`src/rtl/regfile_port_arbiter.sv`:
```
// Two-port round-robin arbiter that serialises requester A/B accesses onto one register-array port.
// Latency: grant and write strobe one cycle after req is sampled; read data valid two cycles after.
// Backpressure: a requester holds req until its gnt pulse; req is sampled only while IDLE.
//
// Ports:
//   clk, reset                   clock and synchronous active-high reset
//   reqX/weX/addrX/dataX         requester A/B transaction request (X = A, B)
//   gntX, rdValidX               per-requester grant pulse and read-result pulse
//   rdDataOut                    registered read result, held until the next read
//   wrEn/wrAddr/wrData           write port towards the register array
//   rdAddr/rdData                read port towards the register array (rdData combinational)
//   busy                         arbiter is in the middle of a transaction
module regfile_port_arbiter #(
    parameter int BITS_DATA = 32,
    parameter int BITS_ADDR = 3
) (
    input  logic                 clk,
    input  logic                 reset,
    input  logic                 reqA,
    input  logic                 reqB,
    input  logic                 weA,
    input  logic                 weB,
    input  logic [BITS_ADDR-1:0] addrA,
    input  logic [BITS_ADDR-1:0] addrB,
    input  logic [BITS_DATA-1:0] dataA,
    input  logic [BITS_DATA-1:0] dataB,
    output logic                 gntA,
    output logic                 gntB,
    output logic                 rdValidA,
    output logic                 rdValidB,
    output logic [BITS_DATA-1:0] rdDataOut,
    output logic                 wrEn,
    output logic [BITS_ADDR-1:0] wrAddr,
    output logic [BITS_DATA-1:0] wrData,
    output logic [BITS_ADDR-1:0] rdAddr,
    input  logic [BITS_DATA-1:0] rdData,
    output logic                 busy
);

    typedef enum logic [1:0] {
        ST_IDLE  = 2'd0,
        ST_ISSUE = 2'd1,
        ST_RESP  = 2'd2
    } state_t;

    state_t                 state_q,     state_d;
    logic                   last_b_q,    last_b_d;   // 1: B was granted last
    logic                   win_b_q,     win_b_d;    // 1: current transaction belongs to B
    logic                   we_q,        we_d;
    logic [BITS_ADDR-1:0]   wr_addr_q,   wr_addr_d;
    logic [BITS_DATA-1:0]   wr_data_q,   wr_data_d;
    logic [BITS_ADDR-1:0]   rd_addr_q,   rd_addr_d;
    logic [BITS_DATA-1:0]   rd_data_q,   rd_data_d;

    logic                   pick_b;
    logic                   pick_we;
    logic [BITS_ADDR-1:0]   pick_addr;
    logic [BITS_DATA-1:0]   pick_data;

    // Winner selection: a sole requester wins; on a tie the requester that
    // was not granted last wins.
    always_comb begin
        pick_b    = reqB && (!reqA || !last_b_q);
        pick_we   = pick_b ? weB   : weA;
        pick_addr = pick_b ? addrB : addrA;
        pick_data = pick_b ? dataB : dataA;
    end

    always_comb begin
        state_d   = state_q;
        last_b_d  = last_b_q;
        win_b_d   = win_b_q;
        we_d      = we_q;
        wr_addr_d = wr_addr_q;
        wr_data_d = wr_data_q;
        rd_addr_d = rd_addr_q;
        rd_data_d = rd_data_q;

        unique case (state_q)
            ST_IDLE: begin
                if (reqA || reqB) begin
                    state_d  = ST_ISSUE;
                    last_b_d = pick_b;
                    win_b_d  = pick_b;
                    we_d     = pick_we;
                    // The address/data land directly in the port registers so
                    // the array sees them for the whole ISSUE cycle and they
                    // hold afterwards; only the port actually used is updated.
                    if (pick_we) begin
                        wr_addr_d = pick_addr;
                        wr_data_d = pick_data;
                    end else begin
                        rd_addr_d = pick_addr;
                    end
                end
            end
            ST_ISSUE: begin
                if (we_q) begin
                    state_d = ST_IDLE;
                end else begin
                    state_d   = ST_RESP;
                    rd_data_d = rdData;
                end
            end
            ST_RESP: begin
                state_d = ST_IDLE;
            end
            default: begin
                state_d = ST_IDLE;
            end
        endcase
    end

    always_ff @(posedge clk) begin
        if (reset) begin
            state_q   <= ST_IDLE;
            last_b_q  <= 1'b1;   // A wins the first tie after reset
            win_b_q   <= 1'b0;
            we_q      <= 1'b0;
            wr_addr_q <= '0;
            wr_data_q <= '0;
            rd_addr_q <= '0;
            rd_data_q <= '0;
        end else begin
            state_q   <= state_d;
            last_b_q  <= last_b_d;
            win_b_q   <= win_b_d;
            we_q      <= we_d;
            wr_addr_q <= wr_addr_d;
            wr_data_q <= wr_data_d;
            rd_addr_q <= rd_addr_d;
            rd_data_q <= rd_data_d;
        end
    end

    // Strobes are qualified with reset so that a reset arriving during ISSUE
    // or RESP suppresses the write/grant/valid in that very cycle; the state
    // register then returns to IDLE and the aborted transaction is dropped.
    logic issue_act;
    logic resp_act;

    always_comb begin
        issue_act = (state_q == ST_ISSUE) && !reset;
        resp_act  = (state_q == ST_RESP)  && !reset;
        gntA      = issue_act && !win_b_q;
        gntB      = issue_act &&  win_b_q;
        wrEn      = issue_act &&  we_q;
        rdValidA  = resp_act  && !win_b_q;
        rdValidB  = resp_act  &&  win_b_q;
        busy      = (state_q != ST_IDLE);
    end

    assign wrAddr    = wr_addr_q;
    assign wrData    = wr_data_q;
    assign rdAddr    = rd_addr_q;
    assign rdDataOut = rd_data_q;

endmodule

```
`config.mk`:
```
export PLATFORM = sky130hd
export DESIGN_NAME = regfile_port_arbiter
export DESIGN_NICKNAME = d
export VERILOG_FILES = /design/src/rtl/regfile_port_arbiter.sv
export SDC_FILE = /design/constraint.sdc
export NUM_CORES = 1
export LEC_CHECK = 0
export ABC_CLOCK_PERIOD_IN_PS = 1800
export CAP_MARGIN = 15
export CELL_PAD_IN_SITES_DETAIL_PLACEMENT = 2
export CELL_PAD_IN_SITES_GLOBAL_PLACEMENT = 2
export CORE_MARGIN = 2
export CORE_UTILIZATION = 22
export DETAILED_ROUTE_END_ITERATION = 8
export HOLD_SLACK_MARGIN = 0.12
export PLACE_DENSITY = 0.87
export SETUP_SLACK_MARGIN = 0.5
export SLEW_MARGIN = 20
export SYNTH_ARGS = -nofsm -noshare
export SYNTH_HDL_FRONTEND = slang
export SYNTH_SLANG_ARGS = --single-unit
export TNS_END_PERCENT = 20
```
`constraint.sdc`:
```
create_clock -name clk -period 1.8 [get_ports clk]
set_input_delay 0.27 -clock clk [delete_from_list [all_inputs] [get_ports clk]]
set_output_delay 0.27 -clock clk [all_outputs]
set_load 0.01 [all_outputs]
```
==> summary.txt, run 1 <==
Outcome
  • Status: completed

Setup path
  • Data arrival time at the worst-slack endpoint: 1.28 ns
  • Count of buffering cells on the critical path with inverters included: 1
  • Worst R2R Path Depth: 5
  • Largest driver fanout on the critical path: 4
  • Kind of cell adding the most delay to the critical path: simple AND/OR/NAND/NOR gates
  • Reg2reg end: wrAddr[2]
  • Critical path capture point: gntA
  • Beginning of the worst register-to-register path: last_b_q
  • CP required: 1.53 ns
  • Stage delay of the slowest cell on the critical path: 0.35 ns
  • Total number of cells along the worst setup path: 4
  • Crit start category: flip-flop
  • Setup crit start: state_q[1]
  • Setup CP Type: reg -> out
  • Standard cell with the maximum stage delay on the critical path: sky130_fd_sc_hd__dfxtp_4
  • Critical path, cell by cell: nand2b_4 > or2_4 > nor2_1 > buf_2
  • Slack of the worst reg-to-reg path: 0.26 ns
  • CP Capture Type: output port

Drt
  • Total via count in the routed design: 3,757
  • Pre-antenna DRT Iters: 4
  • Sum of routed wire length over all layers: 14,900 µm
  • Residual antenna-violating net count after detailed routing: 0
  • DRC violations left: 0
  • Number of DRC markers in iteration 0: 106
  • Vias per cell: 4.55
  • Average wire per cell in the routed design: 18.1 µm

Timing
  • Final hold viol count: 0
  • Normalized max-slew margin: 0.642
  • Minimum period implied by the final worst setup slack: 1.55 ns
  • Unrepaired setup endpoints after global routing: yes
  • Slew Limit Fails: 0
  • Achievable Freq: 646 MHz
  • Final-report setup violation count: 0
  • Slew of the pin with the lowest slew margin: 0.537 ns
  • Worst clock skew on the final layout: 0.00511 ns
  • Final setup TNS: 0 ns
  • Final critical-path share of the clock period: 0.860

Clock network
  • Count of H-tree levels built during CTS: 3
  • Library cell used as clock root buffer: sky130_fd_sc_hd__clkbuf_16
  • Clock buffer depth: 2
  • Number of hold buffers added after CTS: 0
  • TritonCTS clock tree: built
  • Clock slew at the register clock pins of the worst setup and hold paths: 0.05 ns
  • Num Clock Sinks: 75
  • Clk Latency, worst-skew pair: 0.33 ns
  • Number of CTS-inserted buffers: 9

Logic synthesis
  • Count of state elements after synthesis: 75
  • Number of flops mapped to enable cells by yosys: 0
  • Number of synthesis warnings: 0
  • Number of distinct standard cells referenced by the synthesized netlist: 29
  • Post-Syn Area per Cell: 8.52 µm²
  • Most used flip-flop cell after synthesis: sky130_fd_sc_hd__dfxtp_1
  • Syn_nets: 529
  • Post-Synthesis Cells: 421
  • Post-synthesis sequential area ratio: 0.418
  • Cell area after synthesis: 0.00359 mm²
  • Async S/R FF share, synth: 0

Global routing
  • Number of global-route vias before repair: 4,149
  • First-pass GRT wire length: 23,200 µm
  • Grt total ovfl: 0
  • Number of antenna violations at the first check in global routing: 0
  • Global-route total usage across every layer: 0.169
  • Pin count of the biggest net entering global routing: 43

Final layout
  • Signed area change from the synthesized netlist to the final layout: 73.5%
  • Most common cell after layout, fill and taps aside: sky130_fd_sc_hd__clkdlybuf4s50_1
  • Final non-filler cell area: 0.00622 mm²
  • Antenna Diode Count: 0
  • Share of final-layout standard cells stronger than drive strength 1: 0.169
  • Highest-count cells in the layout ignoring fill and taps: sky130_fd_sc_hd__clkdlybuf4s50_1, sky130_fd_sc_hd__dfxtp_1, sky130_fd_sc_hd__nand3b_1
  • Final layout net count: 716

Floorplanning
  • Rows: 46
  • Vertical die dimension: 132 µm
  • Number of I/O pins: 184
  • Die Outline Area: 0.0173 mm²
  • Placeable core region: 0.0159 mm²
  • Starting density of the core: 0.226
  • Chip Width: 132 µm

Job
  • Count of maximum capacitance violations: 0

Min path
  • Hold Startpoint: reset
  • Worst Hold Class: in -> reg

Placed design
  • Post-detail-place hpwl: 10,800 µm
  • Total cell area at the placement stage: 0.00573 mm²
  • Last weighted congestion value of the routability-driven placer: 0.735
  • PortBufs: 183

Power and ir drop
  • Overall power of the completed layout: 4.94 mW
  • Cell leakage power: 2.27 nW
  • Ratio of total power to cell area: 794 mW/mm²
  • Worst ir drop on vdd: 0.449 mV
[flip-flops by register name, indices dropped and copies added (netlist names)]
signal and count:
rdDataOut 32, wrData 32, rdAddr 3, wrAddr 3
state_q 2, last_b_q 1, we_q 1, win_b_q 1
[cell families (layout without fill, tap and decap cells)]
family	after synthesis	in the layout	share of synthesized area
AO/OA/AOI/OAI	115	115	0.238
buffers and inverters	75	263	0.0879
flip-flops	75	75	0.418
multiplexers	4	4	0.0146
AND/OR/NAND/NOR	152	152	0.241
[synth_stat cells (3+ instances only)]
cell	count	area (µm²)
sky130_fd_sc_hd__dfxtp_1	75	1500
sky130_fd_sc_hd__inv_1	36	135
sky130_fd_sc_hd__nand2_1	65	244
sky130_fd_sc_hd__mux2i_1	3	30.0
sky130_fd_sc_hd__clkbuf_1	27	101
sky130_fd_sc_hd__a211oi_2	30	375
sky130_fd_sc_hd__a211oi_1	6	45.0
sky130_fd_sc_hd__a21oi_1	70	350
sky130_fd_sc_hd__nand3b_1	70	526
sky130_fd_sc_hd__nor2_1	7	26.3
sky130_fd_sc_hd__buf_2	6	30.0
sky130_fd_sc_hd__buf_6	3	33.8
sky130_fd_sc_hd__a311oi_1	3	26.3
[repair_timing]
action,in CTS,in global routing
cloned,2,1
pin swaps,6,3
buffers inserted,5,2
resized for setup,52,15
setup endpoints to repair,147,147
[report_power, final]
part	switching, mW	total (mW)	internal (mW)
combinational	0.631	1.40	0.773
sequential	0.0935	1.91	1.81
clock	0.655	1.63	0.978
total	1.38	4.94	3.56
[stage by stage]
stage	util	setup slack, ns	hold WS (ns)	cells
after global placement	0.361	-0.0478	0.443	803
after CTS	0.387	0.212	0.239	822
after global routing	0.392	0.188	0.289	825
final	0.392	0.253	0.271	825
after detailed placement	0.361	-0.173	0.455	803
after floorplan	-	0.386	0.406	421
[layout make-up]
class | count | area, µm²
inverter | 36 | 135
clock buffer | 12 | 256
tap | 216 | 270
multi-input combinational | 271 | 1860
fill | 1752 | 9660
timing repair buffer | 215 | 2190
sequential | 75 | 1520
[per-layer routing]
layer  global-route usage  wire length [µm]
met1                0.195              6210
met4               0.0616               255
met3               0.0297               591
met5                    0                 0
met2                0.313              7860
[worst min path at each step]
| stage | slack, ns | endpoint | depth (start not counted) |
|---|---|---|---|
| 6_report | 0.27 | state_q[1] | 3 |
| 3_3_place_gp | 0.44 | rdDataOut[1] | 2 |
| 3_5_place_dp | 0.46 | rdDataOut[25] | 2 |
| 5_1_grt | 0.29 | state_q[1] | 3 |
| 2_1_floorplan | 0.41 | rdDataOut[0] | 2 |
| 4_1_cts | 0.24 | state_q[1] | 3 |
[worst reg2reg max path: cells and delay by family (launching register included)]
kind | cells | cell delay, ns
DFF | 1 | 0.35
AOI/OAI and AO/OA | 2 | 0.43
muxes | 1 | 0.19
buffers and inverters | 1 | 0.29
and+or+nand+nor | 1 | 0.20
Note: power is estimated with default switching activity, not from simulation.
==> run 2: changes to the inputs <==
CTS_CLUSTER_SIZE = 30   (was unset)
==> results of run 2 <==
Same layout as run 1: the final DEF is identical, and so are final timing and power.
